===== src/rtl/exec_unit.sv =====
// exec_unit: execute stage of the 19-bit CPU, driving the register-file write port (wE3/A3/wD3).
// Optional macro EXEC_MULDIV_EN builds the iterative MUL/DIV/MOD datapath; without it ops 8-10 are illegal.
module exec_unit #(
  parameter int WIDTH = 19,
  parameter int AW    = 3
) (
  input  logic             clk,
  input  logic             rst,
  input  logic             in_valid,
  output logic             in_ready,
  input  logic [3:0]       op,
  input  logic [WIDTH-1:0] rd1,
  input  logic [WIDTH-1:0] rd2,
  input  logic [AW-1:0]    dst,
  output logic             wE3,
  output logic [AW-1:0]    A3,
  output logic [WIDTH-1:0] wD3,
  output logic             busy,
  output logic             zero_f,
  output logic             carry_f,
  output logic             illegal_op
);

  localparam int CntW = $clog2(WIDTH);
  localparam logic [WIDTH:0] One = (WIDTH+1)'(1);

  typedef enum logic [1:0] {IDLE, MUL, DIV, WB} state_t;

  state_t           state_q;
  logic             wE3_q;
  logic [AW-1:0]    A3_q;
  logic [WIDTH-1:0] wD3_q;
  logic             zero_q;
  logic             carry_q;
  logic             illegal_q;

  logic [WIDTH:0]   aluSum;
  logic [WIDTH-1:0] aluRes;
  logic             aluCarry;
  logic             opIllegal;

  // Single-cycle ALU; the extra sum bit is carry for ADD/INC and borrow for SUB/DEC.
  always_comb begin
    aluSum   = '0;
    aluRes   = '0;
    aluCarry = 1'b0;
    case (op)
      4'd0: begin
        aluSum   = {1'b0, rd1} + {1'b0, rd2};
        aluRes   = aluSum[WIDTH-1:0];
        aluCarry = aluSum[WIDTH];
      end
      4'd1: begin
        aluSum   = {1'b0, rd1} - {1'b0, rd2};
        aluRes   = aluSum[WIDTH-1:0];
        aluCarry = aluSum[WIDTH];
      end
      4'd2: aluRes = rd1 & rd2;
      4'd3: aluRes = rd1 | rd2;
      4'd4: aluRes = rd1 ^ rd2;
      4'd5: aluRes = ~rd1;
      4'd6: begin
        aluSum   = {1'b0, rd1} + One;
        aluRes   = aluSum[WIDTH-1:0];
        aluCarry = aluSum[WIDTH];
      end
      4'd7: begin
        aluSum   = {1'b0, rd1} - One;
        aluRes   = aluSum[WIDTH-1:0];
        aluCarry = aluSum[WIDTH];
      end
      default: ;
    endcase
  end

`ifdef EXEC_MULDIV_EN
  assign opIllegal = (op > 4'd10);

  logic [CntW-1:0]  cnt_q;
  logic [WIDTH-1:0] opA_q;
  logic [WIDTH-1:0] opB_q;
  logic [WIDTH-1:0] acc_q;
  logic             isMod_q;
  logic [AW-1:0]    dst_q;

  logic [WIDTH-1:0] mulAcc;
  logic [WIDTH:0]   divTrial;
  logic [WIDTH-1:0] divDiff;
  logic             divGe;
  logic [WIDTH-1:0] divRem;
  logic [WIDTH-1:0] divQuo;
  logic [WIDTH-1:0] mdRes;

  // MUL: opA shifts the multiplier right, opB the multiplicand left, acc holds the partial product.
  // DIV: opA shifts the dividend out and the quotient in, acc holds the partial remainder.
  assign mulAcc   = acc_q + (opA_q[0] ? opB_q : '0);
  assign divTrial = {acc_q, opA_q[WIDTH-1]};
  assign divGe    = (divTrial >= {1'b0, opB_q});
  assign divDiff  = divTrial[WIDTH-1:0] - opB_q;
  assign divRem   = divGe ? divDiff : divTrial[WIDTH-1:0];
  assign divQuo   = {opA_q[WIDTH-2:0], divGe};
  assign mdRes    = (state_q == MUL) ? mulAcc : (isMod_q ? divRem : divQuo);
  assign busy     = (state_q != IDLE);
`else
  assign opIllegal = (op > 4'd7);
  assign busy      = 1'b0;
`endif

  always_ff @(posedge clk) begin
    if (rst) begin
      state_q   <= IDLE;
      wE3_q     <= 1'b0;
      A3_q      <= '0;
      wD3_q     <= '0;
      zero_q    <= 1'b0;
      carry_q   <= 1'b0;
      illegal_q <= 1'b0;
`ifdef EXEC_MULDIV_EN
      cnt_q     <= '0;
      opA_q     <= '0;
      opB_q     <= '0;
      acc_q     <= '0;
      isMod_q   <= 1'b0;
      dst_q     <= '0;
`endif
    end else begin
      wE3_q     <= 1'b0;
      illegal_q <= 1'b0;
      case (state_q)
        IDLE: begin
          if (in_valid) begin
            if (opIllegal) begin
              illegal_q <= 1'b1;
            end
`ifdef EXEC_MULDIV_EN
            else if (op >= 4'd8) begin
              state_q <= (op == 4'd8) ? MUL : DIV;
              cnt_q   <= '0;
              acc_q   <= '0;
              isMod_q <= (op == 4'd10);
              dst_q   <= dst;
              opA_q   <= (op == 4'd8) ? rd2 : rd1;
              opB_q   <= (op == 4'd8) ? rd1 : rd2;
            end
`endif
            else begin
              wE3_q   <= (dst != '0);
              A3_q    <= dst;
              wD3_q   <= aluRes;
              zero_q  <= (aluRes == '0);
              carry_q <= aluCarry;
            end
          end
        end
`ifdef EXEC_MULDIV_EN
        MUL, DIV: begin
          cnt_q <= cnt_q + CntW'(1);
          if (state_q == MUL) begin
            acc_q <= mulAcc;
            opA_q <= opA_q >> 1;
            opB_q <= opB_q << 1;
          end else begin
            acc_q <= divRem;
            opA_q <= divQuo;
          end
          // The last iteration's combinational result goes straight into the write-port registers.
          if (cnt_q == CntW'(WIDTH-1)) begin
            state_q <= WB;
            wE3_q   <= (dst_q != '0);
            A3_q    <= dst_q;
            wD3_q   <= mdRes;
            zero_q  <= (mdRes == '0);
            carry_q <= 1'b0;
          end
        end
        WB: state_q <= IDLE;
`endif
        default: state_q <= IDLE;
      endcase
    end
  end

  assign in_ready   = (state_q == IDLE);
  assign wE3        = wE3_q;
  assign A3         = A3_q;
  assign wD3        = wD3_q;
  assign zero_f     = zero_q;
  assign carry_f    = carry_q;
  assign illegal_op = illegal_q;

endmodule

===== config.mk =====
export PLATFORM = sky130hd
export DESIGN_NAME = exec_unit
export DESIGN_NICKNAME = d
export VERILOG_FILES = /design/src/rtl/exec_unit.sv
export SDC_FILE = /design/constraint.sdc
export NUM_CORES = 1
export LEC_CHECK = 0
export ABC_AREA = 1
export CAP_MARGIN = 10
export CELL_PAD_IN_SITES_DETAIL_PLACEMENT = 1
export CELL_PAD_IN_SITES_GLOBAL_PLACEMENT = 2
export CORE_UTILIZATION = 31
export CTS_CLUSTER_DIAMETER = 80
export CTS_CLUSTER_SIZE = 25
export DETAILED_ROUTE_END_ITERATION = 10
export GPL_TIMING_DRIVEN = 0
export PLACE_DENSITY = 0.86
export SYNTH_ARGS = -nofsm -noshare
export SYNTH_HDL_FRONTEND = slang
export SYNTH_SLANG_ARGS = --single-unit

===== constraint.sdc =====
create_clock -name clk -period 3.85 [get_ports clk]
set_input_delay 0.385 -clock clk [delete_from_list [all_inputs] [get_ports clk]]
set_output_delay 0.385 -clock clk [all_outputs]
set_load 0.02 [all_outputs]

==> impl_results.md <==
- Final hold slack: 0.4923 ns
- Antenna Nets Post-Route: 0
- Global-route wire length before repair: 36730 um
- Min Tclk post-route: 3.292 ns
- Max stage delay on crit path: between 0.6 and 0.7 ns
- Setup_tns: 0 ns
- N_diodes: 0
- Crit path max fanout: 10
- Pre-CTS WS: between 0.2 and 0.3 ns
- Synth top area share: 21.61%
- Min-delay worst type: reg -> reg
- Hold Buf Count CTS: 0
- Crit-path cells: clkdlybuf4s50_1 -> inv_1 -> ha_1 -> buf_2 -> o21ai_0 -> inv_1 -> nand3_1 -> nand2_1 -> nand2_1 -> nand2_1 -> nand2_1 -> nand2_1 -> nand3_1 -> nand3_1 -> nor2_1 -> nand3_1 -> a21oi_2
- Sequential area share after synthesis: 9.079%
- Leak Pwr: 0.003563 uW
- Setup CP Type: in -> reg
- WL/cell: 16.96 um
- Layout Utilization: 37.94%
- Crit path buffers/inverters: 4
- # Post-CTS Setup Buffers: 0
- Max_slew headroom: 47.77%
- Clk root buf: clkbuf_16
- Initial DRC Count: 348
- Maxcap violations: 0
- Total number of vias: between 6000 and 7000
- Power density cells: 187.9 mW/mm2
- DIE HEIGHT: 138.0 um
- Initial antenna violation count: 0
- Vias/cell: 4.939
- TritonCTS Buffers: 3
- Die ar.: 0.01904 mm2
- DP HPWL: 20500 um
- Most frequent cell on the critical path: nand2_1
- Peak supply drop: 0.0001685 V
- Worst Setup Slack, final: 0.5577 ns
- Hold EP: zero_f$_SDFFE_PP0P_
- Die W: 138.0 um
- WHS Path Cells: 2
- Final hold vios: 0
- Final Max Tran Viols: 0
- Final worst-path cycle share: 85.51%
- H-tree Lvls: 1
- RSZ-0062 raised after global routing: false
- Layout cells sized above 1: roughly 5.6%
- Max Clk Rate: around 300 MHz
- WL final: 23820 um
- Filler cells: 2570
- Top post-synthesis cells by area: nand2_1 (22%), ha_1 (14%), nor2_1 (11%)
- Hold_sp: zero_f$_SDFFE_PP0P_
- Worst skew pair latency: roughly 0.26 ns
- TritonCTS clock tree: built
- Core Box Area: ~0.018 mm2
- Syn-to-layout area delta: 19.29%
- R2R Path End: wD3[18]$_SDFFE_PP0P_
- DR pass1 iterations: 4
- Worst reg2reg setup slack: 3.17 ns
- Vias in the first global route: approximately 6700
- Gr usage total: around a quarter
- Multi-input gate area: 0.004404 mm2
- # IOs: 76
- Post-synth top area cell: nand2_1
- Delay-heaviest family, CP: simple AND/OR/NAND/NOR gates
- R2r startpoint: wD3[18]$_SDFFE_PP0P_
- Synthesized area per cell: ~5.2 um2
- Post-CTS sizing: 0
- Worst R2R Path Depth: 4
- Number of distinct library cells after synthesis: 36
- I/O Buffers: 73
- Worst setup SP type: primary input
- Aggregate global routing overflow: 0
- #FFs+latches synth: 26
- Nets: ~1300
- Total power: 1285 uW
- Worst Clk Skew: 0 ns
- Clk sinks: 26
- Register area: 520.5 um2
- Mapped Nets: 1211
- Post-Syn Area: 0.005733 mm2
- Worst-path cell with the longest stage delay: clkdlybuf4s50_1
- Worst Tran Pin Value: about 0.78 ns
- Yosys Warn Count: 0
- DR DRC count: 0
- Pin count of the biggest net entering global routing: 15
- Worst EP arrival: around 3.5 ns
- Gpl congestion: 0.8815
- CTS clk-pin slew, worst paths: 0.06 ns
- Rows: 49
- Finish-stage setup viols: 0
- Post-Syn Instances: 1098
- CP Capture Type: flip-flop
- Status: complete, no violations
- Max clock buf depth: 2
- Initial core utilization: a little under a third
- Required @ worst endpoint: 4.05 ns
- Critical path depth in cells: 17
[worst max path at each step]
stage	end	startpoint
floorplan	zero_f$_SDFFE_PP0P_	rd1[13]
global placement	zero_f$_SDFFE_PP0P_	rd1[5]
detailed placement	zero_f$_SDFFE_PP0P_	rd1[5]
CTS	zero_f$_SDFFE_PP0P_	rd1[5]
global route	zero_f$_SDFFE_PP0P_	rd1[5]
finish	zero_f$_SDFFE_PP0P_	rd1[5]
[power breakdown]
group / internal, uW / switching, uW / total [uW]
clock: 159 / 94.4 / 254
combinational: 248 / 491 / 739
sequential: 286 / 7.36 / 293
[cell usage after synthesis (all sizes together)]
library cell and number:
a21oi 44, a31oi 2, a41oi 1, and2 2, and3 1, buf 26
clkbuf 8, clkinv 2, conb 2, dfxtp 26, fa 2, ha 63
inv 164, nand2 339, nand3 118, nand3b 2, nand4 7, nor2 190
nor3 14, nor3b 1, o211ai 7, o21ai 54, o21bai 4, o22ai 13
xnor2 1, xor2 5
[tightest hold or removal path, cell delays in order, from the launching register on]
cell and delay, ns:
dfxtp_1 0.32, nand2_1 0.08, a21oi_2 0.05
[through the flow]
step | cell area [um2] | cells
after detailed placement | 6750 | 1400
final | 6839 | 1404
after floorplan | 5733 | 1098
after global routing | 6839 | 1404
after global placement | 6750 | 1400
after CTS | 6839 | 1404
[sequential cells by signal, indices dropped and copies added, names as in the netlist]
register,cells
wD3,19
A3,3
carry_f,1
illegal_op,1
wE3,1
zero_f,1
[metal layers]
metal | global-route usage, % | wire length, um | part of all wire, %
met1 | 34.49 | 11280 | 47
met2 | 44.67 | 11390 | 48
met3 | 1.170 | 708 | 3.0
met4 | 4.710 | 434 | 1.8
met5 | 0 | 0 | 0
[layout make-up]
class                           instances  area share (%)
Buffer                                 34           2.708
Clock buffer                            4           1.299
Inverter                              166           9.111
Multi-Input combinational cell        872           64.40
Sequential cell                        26           7.611
Tap cell                              229           4.190
Timing Repair Buffer                   73           10.68
[layout by cell type, fill, tap and decap left out, types with 3 or more instances in the layout]
master           count
clkbuf_16            3
clkdlybuf4s50_1     73
dfxtp_1             26
buf_2               16
a21oi_1             43
o21ai_0             54
inv_2                9
nand4_1              7
ha_1                63
o21bai_1             4
clkbuf_1             8
nor3_1              13
buf_4                8
nand3_1            116
nor2_2               9
nor2_4               6
nand2_2              9
xor2_1               5
o22ai_1             13
inv_1              155
o211ai_1             7
nor2_1             175
nand2_1            330
[cell families after synthesis]
| group | share of synthesized area (%) |
|---|---|
| simple gates | 49.48 |
| buf+inv | 14.10 |
| compound gates | 11.85 |
| fa+ha+maj | 14.45 |
| flops | 9.079 |
| xor+xnor | 0.9166 |
| other cells | 0.1310 |
Power figures use the tool's default switching activity.
